===== config.mk =====
export PLATFORM = sky130hd
export DESIGN_NAME = mult_div_unit
export DESIGN_NICKNAME = d
export VERILOG_FILES = /design/src/rtl/mult_div_unit.sv
export SDC_FILE = /design/constraint.sdc
export NUM_CORES = 1
export LEC_CHECK = 0
export CAP_MARGIN = 0
export CORE_MARGIN = 2
export CORE_UTILIZATION = 37
export CTS_CLUSTER_SIZE = 16
export DETAILED_ROUTE_END_ITERATION = 7
export DONT_BUFFER_PORTS = 1
export PLACE_DENSITY = 0.57
export SYNTH_ARGS = -nofsm -noshare
export SYNTH_HDL_FRONTEND = slang
export SYNTH_SLANG_ARGS = --single-unit

===== constraint.sdc =====
create_clock -name Clk -period 3.9 [get_ports Clk]
set_input_delay 0.78 -clock Clk [delete_from_list [all_inputs] [get_ports Clk]]
set_output_delay 0.78 -clock Clk [all_outputs]
set_load 0.03 [all_outputs]

===== src/rtl/mult_div_unit.sv =====
// Iterative 32-bit multiply/divide unit with architectural HI/LO registers.
// Optional macro MDU_FAST_MUL_EN: single-step MULT/MULTU; division stays iterative.
module mult_div_unit #(
    parameter int WIDTH = 32,
    parameter int CNT_W = 5
) (
    input  logic             Clk,
    input  logic             Rst_n,
    input  logic [WIDTH-1:0] BusA,
    input  logic [WIDTH-1:0] BusB,
    input  logic [2:0]       Op,
    input  logic             Start,
    input  logic             Cancel,
    output logic [WIDTH-1:0] Hi,
    output logic [WIDTH-1:0] Lo,
    output logic             Busy,
    output logic             Done
);
    localparam logic [2:0] OP_MULT  = 3'd0;
    localparam logic [2:0] OP_DIV   = 3'd2;
    localparam logic [2:0] OP_MTHI  = 3'd4;
    localparam logic [2:0] OP_MTLO  = 3'd5;

    typedef enum logic [1:0] {S_IDLE, S_CALC, S_FIX} state_t;

    state_t             state_q;
    logic [CNT_W-1:0]   cnt_q;
    logic [2*WIDTH-1:0] acc_q;
    logic [WIDTH-1:0]   opnd_q;
    logic [WIDTH-1:0]   a_orig_q;
    logic               is_div_q, neg_q, neg_rem_q, divzero_q;
    logic [WIDTH-1:0]   hi_q, lo_q;
    logic               busy_q, done_q;

    logic               signed_op;
    logic [WIDTH-1:0]   a_mag, b_mag;
    logic [WIDTH:0]     mul_sum, div_diff;
    logic [2*WIDTH-1:0] acc_d, prod_fix;
    logic [WIDTH-1:0]   quot_fix, rem_fix, res_hi, res_lo;

    always_comb begin
        signed_op = (Op == OP_MULT) || (Op == OP_DIV);
        a_mag     = (signed_op && BusA[WIDTH-1]) ? -BusA : BusA;
        b_mag     = (signed_op && BusB[WIDTH-1]) ? -BusB : BusB;

        // Multiply: acc = {partial, multiplier}; add multiplicand into the top half, shift right.
        mul_sum   = {1'b0, acc_q[2*WIDTH-1:WIDTH]} + (acc_q[0] ? {1'b0, opnd_q} : '0);
        // Divide: acc = {remainder, dividend/quotient}; trial-subtract the shifted remainder.
        div_diff  = acc_q[2*WIDTH-1:WIDTH-1] - {1'b0, opnd_q};
        if (is_div_q) begin
            acc_d = div_diff[WIDTH] ? {acc_q[2*WIDTH-2:0], 1'b0}
                                    : {div_diff[WIDTH-1:0], acc_q[WIDTH-2:0], 1'b1};
        end else begin
            acc_d = {mul_sum, acc_q[WIDTH-1:1]};
        end

`ifdef MDU_FAST_MUL_EN
        prod_fix = is_div_q ? acc_q
                            : (neg_q ? -(opnd_q * acc_q[WIDTH-1:0]) : (opnd_q * acc_q[WIDTH-1:0]));
`else
        prod_fix = neg_q ? -acc_q : acc_q;
`endif
        quot_fix = neg_q     ? -acc_q[WIDTH-1:0]       : acc_q[WIDTH-1:0];
        rem_fix  = neg_rem_q ? -acc_q[2*WIDTH-1:WIDTH] : acc_q[2*WIDTH-1:WIDTH];

        if (!is_div_q) begin
            res_hi = prod_fix[2*WIDTH-1:WIDTH];
            res_lo = prod_fix[WIDTH-1:0];
        end else if (divzero_q) begin
            res_hi = a_orig_q;
            res_lo = '1;
        end else begin
            res_hi = rem_fix;
            res_lo = quot_fix;
        end
    end

    always_ff @(posedge Clk or negedge Rst_n) begin
        if (!Rst_n) begin
            state_q   <= S_IDLE;
            cnt_q     <= '0;
            acc_q     <= '0;
            opnd_q    <= '0;
            a_orig_q  <= '0;
            is_div_q  <= 1'b0;
            neg_q     <= 1'b0;
            neg_rem_q <= 1'b0;
            divzero_q <= 1'b0;
            hi_q      <= '0;
            lo_q      <= '0;
            busy_q    <= 1'b0;
            done_q    <= 1'b0;
        end else begin
            done_q <= 1'b0;
            case (state_q)
                S_IDLE: begin
                    if (Start) begin
                        if (Op[2] == 1'b0) begin
                            is_div_q  <= Op[1];
                            neg_q     <= signed_op && (BusA[WIDTH-1] ^ BusB[WIDTH-1]);
                            neg_rem_q <= signed_op && BusA[WIDTH-1];
                            divzero_q <= Op[1] && (BusB == '0);
                            a_orig_q  <= BusA;
                            acc_q     <= {{WIDTH{1'b0}}, (Op[1] ? a_mag : b_mag)};
                            opnd_q    <= Op[1] ? b_mag : a_mag;
                            cnt_q     <= '0;
                            busy_q    <= 1'b1;
                            state_q   <= S_CALC;
                        end else if (Op == OP_MTHI) begin
                            hi_q <= BusA;
                        end else if (Op == OP_MTLO) begin
                            lo_q <= BusA;
                        end
                    end
                end
                S_CALC: begin
                    if (Cancel) begin
                        busy_q  <= 1'b0;
                        state_q <= S_IDLE;
`ifdef MDU_FAST_MUL_EN
                    end else if (!is_div_q) begin
                        hi_q    <= res_hi;
                        lo_q    <= res_lo;
                        done_q  <= 1'b1;
                        busy_q  <= 1'b0;
                        state_q <= S_IDLE;
`endif
                    end else begin
                        acc_q <= acc_d;
                        cnt_q <= cnt_q + CNT_W'(1);
                        if (cnt_q == CNT_W'(WIDTH - 1)) begin
                            state_q <= S_FIX;
                        end
                    end
                end
                S_FIX: begin
                    // A flush arriving on the writeback edge still wins.
                    if (!Cancel) begin
                        hi_q   <= res_hi;
                        lo_q   <= res_lo;
                        done_q <= 1'b1;
                    end
                    busy_q  <= 1'b0;
                    state_q <= S_IDLE;
                end
                default: begin
                    busy_q  <= 1'b0;
                    state_q <= S_IDLE;
                end
            endcase
        end
    end

    assign Hi   = hi_q;
    assign Lo   = lo_q;
    assign Busy = busy_q;
    assign Done = done_q;
endmodule

---- Word-level counts from Yosys, hierarchy flattened ----
Index checks and enable logic that the tools add are counted.
operators by class
  multiplexer cells ....................... 44
  $add $sub $neg .......................... 8
  bitwise operators ....................... 2
  reductions and logical operators ........ 16
  equal/unequal tests ..................... 16
operators with widths
  kind                   count
  $mux W32               20
  $mux W64               6
  $neg A32 Y32           4
  $pmux W32 S2           2
  $pmux W64 S2           1
  $neg A64 Y64           1
  $add A32 B32 Y33       1
  $sub A33 B32 Y33       1
  $logic_not A32 Y1      1
  $ne A2 B2 Y1 const B   9
  $mux W5                3
  $pmux W5 S2            1
  $reduce_and A3 Y1      3
  $mux W2                4
  $eq A3 B3 Y1 const B   2
  $reduce_and A6 Y1      1
  $add A5 B1 Y5 const B  1
  $eq A5 B5 Y1 const B   1
  $mux W1                5
  $reduce_and A5 Y1      1
  $logic_and A1 B1 Y1    4
  $pmux W2 S2            1
  $reduce_and A4 Y1      1
  $reduce_bool A2 Y1     2
  other kinds (10)       10
storage, ports and cells
  register bits after elaboration ......... 205
  bits of input ports ..................... 71
  word-level logic and storage cells ...... 99
  output and inout bits ................... 66

---- Longest topological paths before layout ----
Gate-level depths: netlist (run 1).
  depth after elaboration ................. 8
  mapped depth ............................ 15
  depth with buffers taken out ............ 14

---- Worst setup path after synthesis (run 1) ----
No wires, ideal clock.
  path kind ............................... register to register
  start point ............................. register acc_q[11]
  end point ............................... register hi_q[25], in the netlist Hi[25]
  clock period less this slack ............ 3.591 ns
  library setup time ...................... 0.137 ns
  stages on the path, launching flop included .. 12
  required time ........................... 3.763 ns
  data arrival time ....................... 3.454 ns
  path buffers ............................ 1
  setup slack ............................. 0.309 ns
  path through ............................ dfrtp_1 or4_4 or4_4 or3_1 buf_2 nand4b_4 or4_4 o41a_1 a211oi_2 nor3_1 a211oi_1 a21oi_1
on the way
  longest elaborated chain between the ends .. 5
ends and longest elaborated chain
  element                   RTL line  RTL
  start: declaration        28        logic [2*WIDTH-1:0] acc_q;
  start signal: assignment  104       acc_q <= {{WIDTH{1'b0}}, (Op[1] ? a_mag : b_mag)};
  $neg A64 Y64              61        prod_fix = neg_q ? -acc_q : acc_q;
  $mux W64                  61
  $mux W32                  66        if (!is_div_q) begin
  $mux W32                  138       if (!Cancel) begin
  $pmux W32 S2              95        case (state_q)
  end signal: assignment    110       hi_q <= BusA;
  end signal: assignment    139       hi_q <= res_hi;
  end: declaration          32        logic [WIDTH-1:0] hi_q, lo_q;
Every way passes these cells. The select of a mux whose other input is x is not followed.
A chain may end at the register's enable or synchronous reset.

---- Final worst setup path (run 1) ----
  start point ............................. register acc_q[2]
  end point ............................... register hi_q[17], in the netlist Hi[17]
Same word-level chain as after synthesis.

==> results of run 1 <==
[state kept, by name, indices dropped and copies added, names as in the netlist]
name       count
Lo            32
a_orig_q      32
divzero_q      1
Hi            32
Busy           1
neg_q          1
acc_q         64
cnt_q          5
Done           1
is_div_q       1
neg_rem_q      1
state_q        2
opnd_q        32
[worst paths after layout]
| check | from | endpoint | depth (start not counted) |
|---|---|---|---|
| worst max-delay path | acc_q[2] | Hi[17] | 10 |
| worst min-delay path | Rst_n | Lo[6] | 0 |
| worst max register to register | acc_q[2] | Hi[17] | 10 |
| worst min register to register | a_orig_q[20] | a_orig_q[20] | 2 |
| max in group asynchronous | Rst_n | neg_q | 0 |
| min in group Clk | BusA[19] | a_orig_q[19] | 2 |
[power groups by stage]
stage | Clock (mW) | Sequential (mW) | Combinational [mW]
6_report | 2.59 | 3.66 | 5.89
5_1_grt | 2.68 | 3.73 | 6.42
4_1_cts | 2.62 | 3.65 | 5.77
3_5_place_dp | 0 | 3.68 | 5.73
3_3_place_gp | 0 | 3.67 | 5.69
2_1_floorplan | 0 | 3.37 | 4.28
[metal layers]
metal	GRT usage, %	wire [um]	part of all wire, %	up-vias
met1	36.1	27700	43	7964
met5	0	0	0	-
met2	43.0	29300	45	646
met3	4.87	4950	7.6	123
li1	-	-	-	7734
met4	10.5	2810	4.3	0
[layout by cell type, fill, tap and decap left out, types with 70 or more instances in the layout]
master,synthesis,final
a21oi_1,187,187
buf_4,1,78
dfrtp_1,205,203
ha_1,70,70
inv_1,71,71
mux2i_1,78,78
nand2_1,316,316
nor2_1,190,188
o21ai_0,243,242
xnor2_1,130,130
[worst max-delay path, delay by kind of cell (launching register included)]
kind | cells | cell delay [ns]
DFF | 1 | 0.45
and+or+nand+nor | 6 | 2.25
AOI/OAI and AO/OA | 4 | 0.84
[kinds of logic after synthesis]
logic type	share of synthesized area, %
adders and majority gates	5.43
buffers and inverters	5.00
DFF	30.4
muxes	4.96
AOI/OAI and AO/OA	24.0
xor gates and xnor gates	9.86
and+or+nand+nor	20.4
[repair_timing]
item,in CTS,in global routing
resized for setup,0,6
setup endpoints to repair,0,6
endpoints found under the hold margin,205,205
[metrics by stage]
stage | hold slack (ns) | area, sq um
floorplan | 0.440 | 16900
global placement | 0.458 | 17700
detailed placement | 0.463 | 17700
CTS | -0.110 | 18600
global route | -0.107 | 18600
finish | -0.0976 | 18600
[final cells by class]
class / count / area share (%)
multi-input combinational: 1777 / 58.9
sequential: 205 / 27.6
tap: 600 / 4.03
clock buffer: 29 / 3.61
timing repair buffer: 79 / 3.25
inverter: 72 / 1.45
clock inverter: 19 / 1.19
==> impl_metrics.toml, run 1 <==
[grt]
gr-total-overflow = 0
grt_start_max_net_pins = 206
antenna_found_initial = 4
grt_pass1_vias = 15700
grt_pass1_wl_um = 97400
track_usage_pct = 26.9

[die]
ios = 137
dieWidth_um = 218
dieArea_sq_um = 47300
design.core.area_sq_um = 45200
die_h_um = 218
row_count = 78
start_util_pct = 37.4

[synth]
synth_flop_cell = "dfrtp_1"
synth.distinct_cells = 74
synth_commonest_cells = "316 x nand2_1, 243 x o21ai_0, 205 x dfrtp_1, 190 x nor2_1, 187 x a21oi_1"
ys_seq_area_share_pct = 30.4
syn_avg_cell_area_sq_um = 7.66
synth_cells = 2205
yosysWarningCount = 0
syn-num-nets = 2348
synth_area_leaders = "dfrtp_1 30%, o21ai_0 7.2%, nand2_1 7.0%"
synth_seq_cells = 205
synth_top_area_share_pct = 30.4
synth_area_sq_um = 16900
synth.most_common_cell = "nand2_1"
yosysTopAreaCell = "dfrtp_1"
synth_edf_count = 0
async_flop_share_pct = 100

[timing]
slew_headroom_pct = 20.1
holdWs_ns = -0.0976
worst_slew_pin_slew_ns = 1.20
fmax_ghz = 0.272
slew_violations = 0
fin_crit_sh_pct = 94.2
finClkSkew_ns = 0.0146
setup_viol = 0
hold_violations = 205
rsz0062_at_grt = "false"
fin_tns_setup_ns = 0
period_needed_ns = 3.67
fin_ws_ns = 0.227

[cts]
path_clk_slew_ns = 0.06
insertion_delay_ns = 0.58
cts.sinks = 205
numCtsBuffers = 26
cts_tree = "done"
cts_max_path_buffers = 3
htreeDepth = 1
post_cts_buffers = 0
ctsRootBufferMaster = "clkbuf_16"

[status]
violations = "negative hold slack"
status = "complete, but fails checks"

[worst_setup_path]
cp-start-kind = "flip-flop"
worstPathRequired_ns = 4.33
cp_slowest_cell = "or4_4"
cp-end-kind = "flip-flop"
r2r_slack_ns = 0.23
criticalPathCategory = "reg -> reg"
path_max_fanout = 6
max_stage_delay_ns = 0.55
worst-endpoint-arrival_ns = 4.11
crit_chain = "or3_4 -> or4_4 -> or3_1 -> nand4b_4 -> or4_4 -> o41a_1 -> nor2_1 -> a311oi_1 -> o221ai_1 -> a31oi_1"
crit_top_cell = "or4_4"

[worst_hold_path]
min_path_type = "in -> async"

[power_and_ir_drop]
leakage_nw = 8.11
intPower_mw = 6.54
p_sw_mw = 5.60
p_sw_share_pct = 46.2
vdd_ir_drop_max_v = 0.000359
p_total_mw = 12.1
power.share.sequential_pct = 30.2
power_density_nw_per_um2 = 652
pwr-share-clk_pct = 21.4
comb_power_share_pct = 48.5

[placement]
place.gp.congestion = 0.935
dp_hpwl_um = 47800
dp_cells = 2733
place_ws_ns = 0.0700
io_buffers = 0

[final_layout]
fin_cells = 2781
post-route-util_pct = 41.2
area_delta_synth_final_pct = 10.3
n_fill_cell = 4598
final_net_count = 2304
drive_gt1_share_pct = 7.24
multiInputGateArea_sq_um = 11000
regArea_sq_um = 5130
diodes = 0

[route]
wl_per_cell_um = 23.3
wl_um = 64700
drc = 0
first_pass_iters = 5
ant_nets = 0
drt-initial-drc-count = 1492
vias = 16500
detail_route.vias_per_cell = 5.92

[run]
drv_cap = 0
Note: power is estimated with default switching activity, not from simulation.
==> run 2: changes to the inputs <==
--- a/config.mk
+++ b/config.mk
@@ -12,6 +12,8 @@
 export DETAILED_ROUTE_END_ITERATION = 7
 export DONT_BUFFER_PORTS = 1
 export PLACE_DENSITY = 0.57
+export RECOVER_POWER = 25
+export REMOVE_ABC_BUFFERS = 1
 export SYNTH_ARGS = -nofsm -noshare
 export SYNTH_HDL_FRONTEND = slang
 export SYNTH_SLANG_ARGS = --single-unit
==> run 2 against run 1 <==
Effect of this change:
- the run still ends with negative hold slack left
- largest power group unchanged
- register-to-register slack improved by 0.02 ns
- routed wire length fell by 3.1%
- critical endpoint is now Hi[10]
- global-route usage fell by 0.88 points
- maximum frequency rose by 0.45%
- via count rose by 0.72%
- clock power fell by 7%
- highest routed layer is now met5
- total power fell by 1.3%
- cell count rose by 0.79%
==> impl_metrics.toml, run 2 (synthesis gave the netlist of run 1 again) <==
[status]
status = "complete, but fails checks"
violations = "negative hold slack"

[route]
drc = 0
wl_per_cell_um = 22.4
ant_nets = 0
first_pass_iters = 6
drt-initial-drc-count = 1427
wl_um = 62800
vias = 16600
detail_route.vias_per_cell = 5.92

[worst_setup_path]
criticalPathCategory = "reg -> reg"
worst-endpoint-arrival_ns = 4.08
cp-end-kind = "flip-flop"
worstPathRequired_ns = 4.33
cp-start-kind = "flip-flop"
path_max_fanout = 7

[die]
row_count = 78
dieArea_sq_um = 47300
design.core.area_sq_um = 45200
ios = 137
die_h_um = 218
start_util_pct = 37.4
dieWidth_um = 218

[timing]
holdWs_ns = -0.0909
hold_violations = 200
fmax_ghz = 0.273
worst_slew_pin_slew_ns = 1.24
slew_headroom_pct = 17.4
fin_crit_sh_pct = 93.8
setup_viol = 0
fin_ws_ns = 0.243
period_needed_ns = 3.66
finClkSkew_ns = 0.0140
slew_violations = 0
rsz0062_at_grt = "false"

[cts]
insertion_delay_ns = 0.56
htreeDepth = 1
cts_max_path_buffers = 3
post_cts_buffers = 0
numCtsBuffers = 26
ctsRootBufferMaster = "clkbuf_16"
path_clk_slew_ns = 0.06
cts.sinks = 205
cts_tree = "done"

[grt]
grt_start_max_net_pins = 206
gr-total-overflow = 0
antenna_found_initial = 3
grt_pass1_vias = 16000
track_usage_pct = 26.1
grt_pass1_wl_um = 95700

[final_layout]
area_delta_synth_final_pct = 11.0
largest_reg_flops = 64
regMostFlops = "acc_q"
final_net_count = 2329
drive_gt1_share_pct = 8.22
final_area_sq_um = 18700
n_fill_cell = 4588
final_cell_mix = "316 x nand2_1, 242 x o21ai_0, 203 x dfrtp_1"
layout_commonest_cell = "nand2_1"
diodes = 0

[power_and_ir_drop]
power_density_nw_per_um2 = 640
vdd_ir_drop_max_v = 0.000355
leakage_nw = 8.21

[worst_hold_path]
min_path_type = "in -> async"

[placement]
io_buffers = 0
place_ws_ns = -0.187
place_area_sq_um = 17900
place.gp.congestion = 0.929
dp_hpwl_um = 46000

[run]
drv_cap = 0
## run 2: cell count changes in the layout (fill, tap and decap cells not counted), sizes merged
cell,previous run,this run
buf,79,104
clkinv,10,7
clkbuf,29,33
bufinv,4,1
clkinvlp,6,5
## run 2: cell type report
type	count	area, sq um	share of cell area, %
inverters	72	270	1.44
multi-input cells	1777	11000	58.5
flip-flops and latches	205	5130	27.4
clock inverters	12	101	0.541
repair buffers	104	797	4.25
well taps	600	751	4.01
clock buffers	33	728	3.89
## run 2: repair_timing
action	in CTS	in global routing
resized for setup	0	8
endpoints found under the hold margin	205	205
setup endpoints to repair	0	7
## run 2: report_power, final
group	switching [mW]	internal (mW)	total, mW
clock	1.04	1.38	2.42
combinational	3.53	2.45	5.97
sequential	0.945	2.65	3.59
## run 2: metrics by stage
stage	util [%]	TNS, ns	std cells	power, mW
global route	41.5	0	2803	12.8
global placement	39.6	-0.155	2758	9.37
finish	41.5	0	2803	12.0
floorplan	-	-162.02	2054	7.54
detailed placement	39.6	-0.187	2758	9.44
CTS	41.4	0	2803	11.9
## run 2: path summary, 6_finish.rpt
path | from | end | slack, ns | depth (start not counted)
worst min register to register | a_orig_q[2] | a_orig_q[2] | 0.47 | 2
worst max register to register | acc_q[19] | Hi[10] | 0.24 | 10
max in group asynchronous | Rst_n | is_div_q | 3.61 | 0
min in group Clk | Cancel | Busy | 0.31 | 1
worst min-delay path | Rst_n | Lo[6] | -0.09 | 0
worst max-delay path | acc_q[19] | Hi[10] | 0.24 | 10
## run 2: worst max-delay path, stage by stage (launching register included)
cell,delay [ns]
dfrtp_1,0.42
or4_1,0.61
or4_1,0.52
nor3_4,0.24
buf_4,0.17
nand4_1,0.29
buf_4,0.30
o41ai_1,0.38
xnor2_1,0.10
o21ai_0,0.35
o21ai_0,0.13
## run 2: metal layers
metal / vias to the layer above / track usage [%] / part of all wire [%]
met2: 647 / 41.8 / 45
met1: 8009 / 34.6 / 43
met5: - / 0 / 0.038
met3: 121 / 5.31 / 8.2
met4: 4 / 9.68 / 3.6
li1: 7805 / - / -
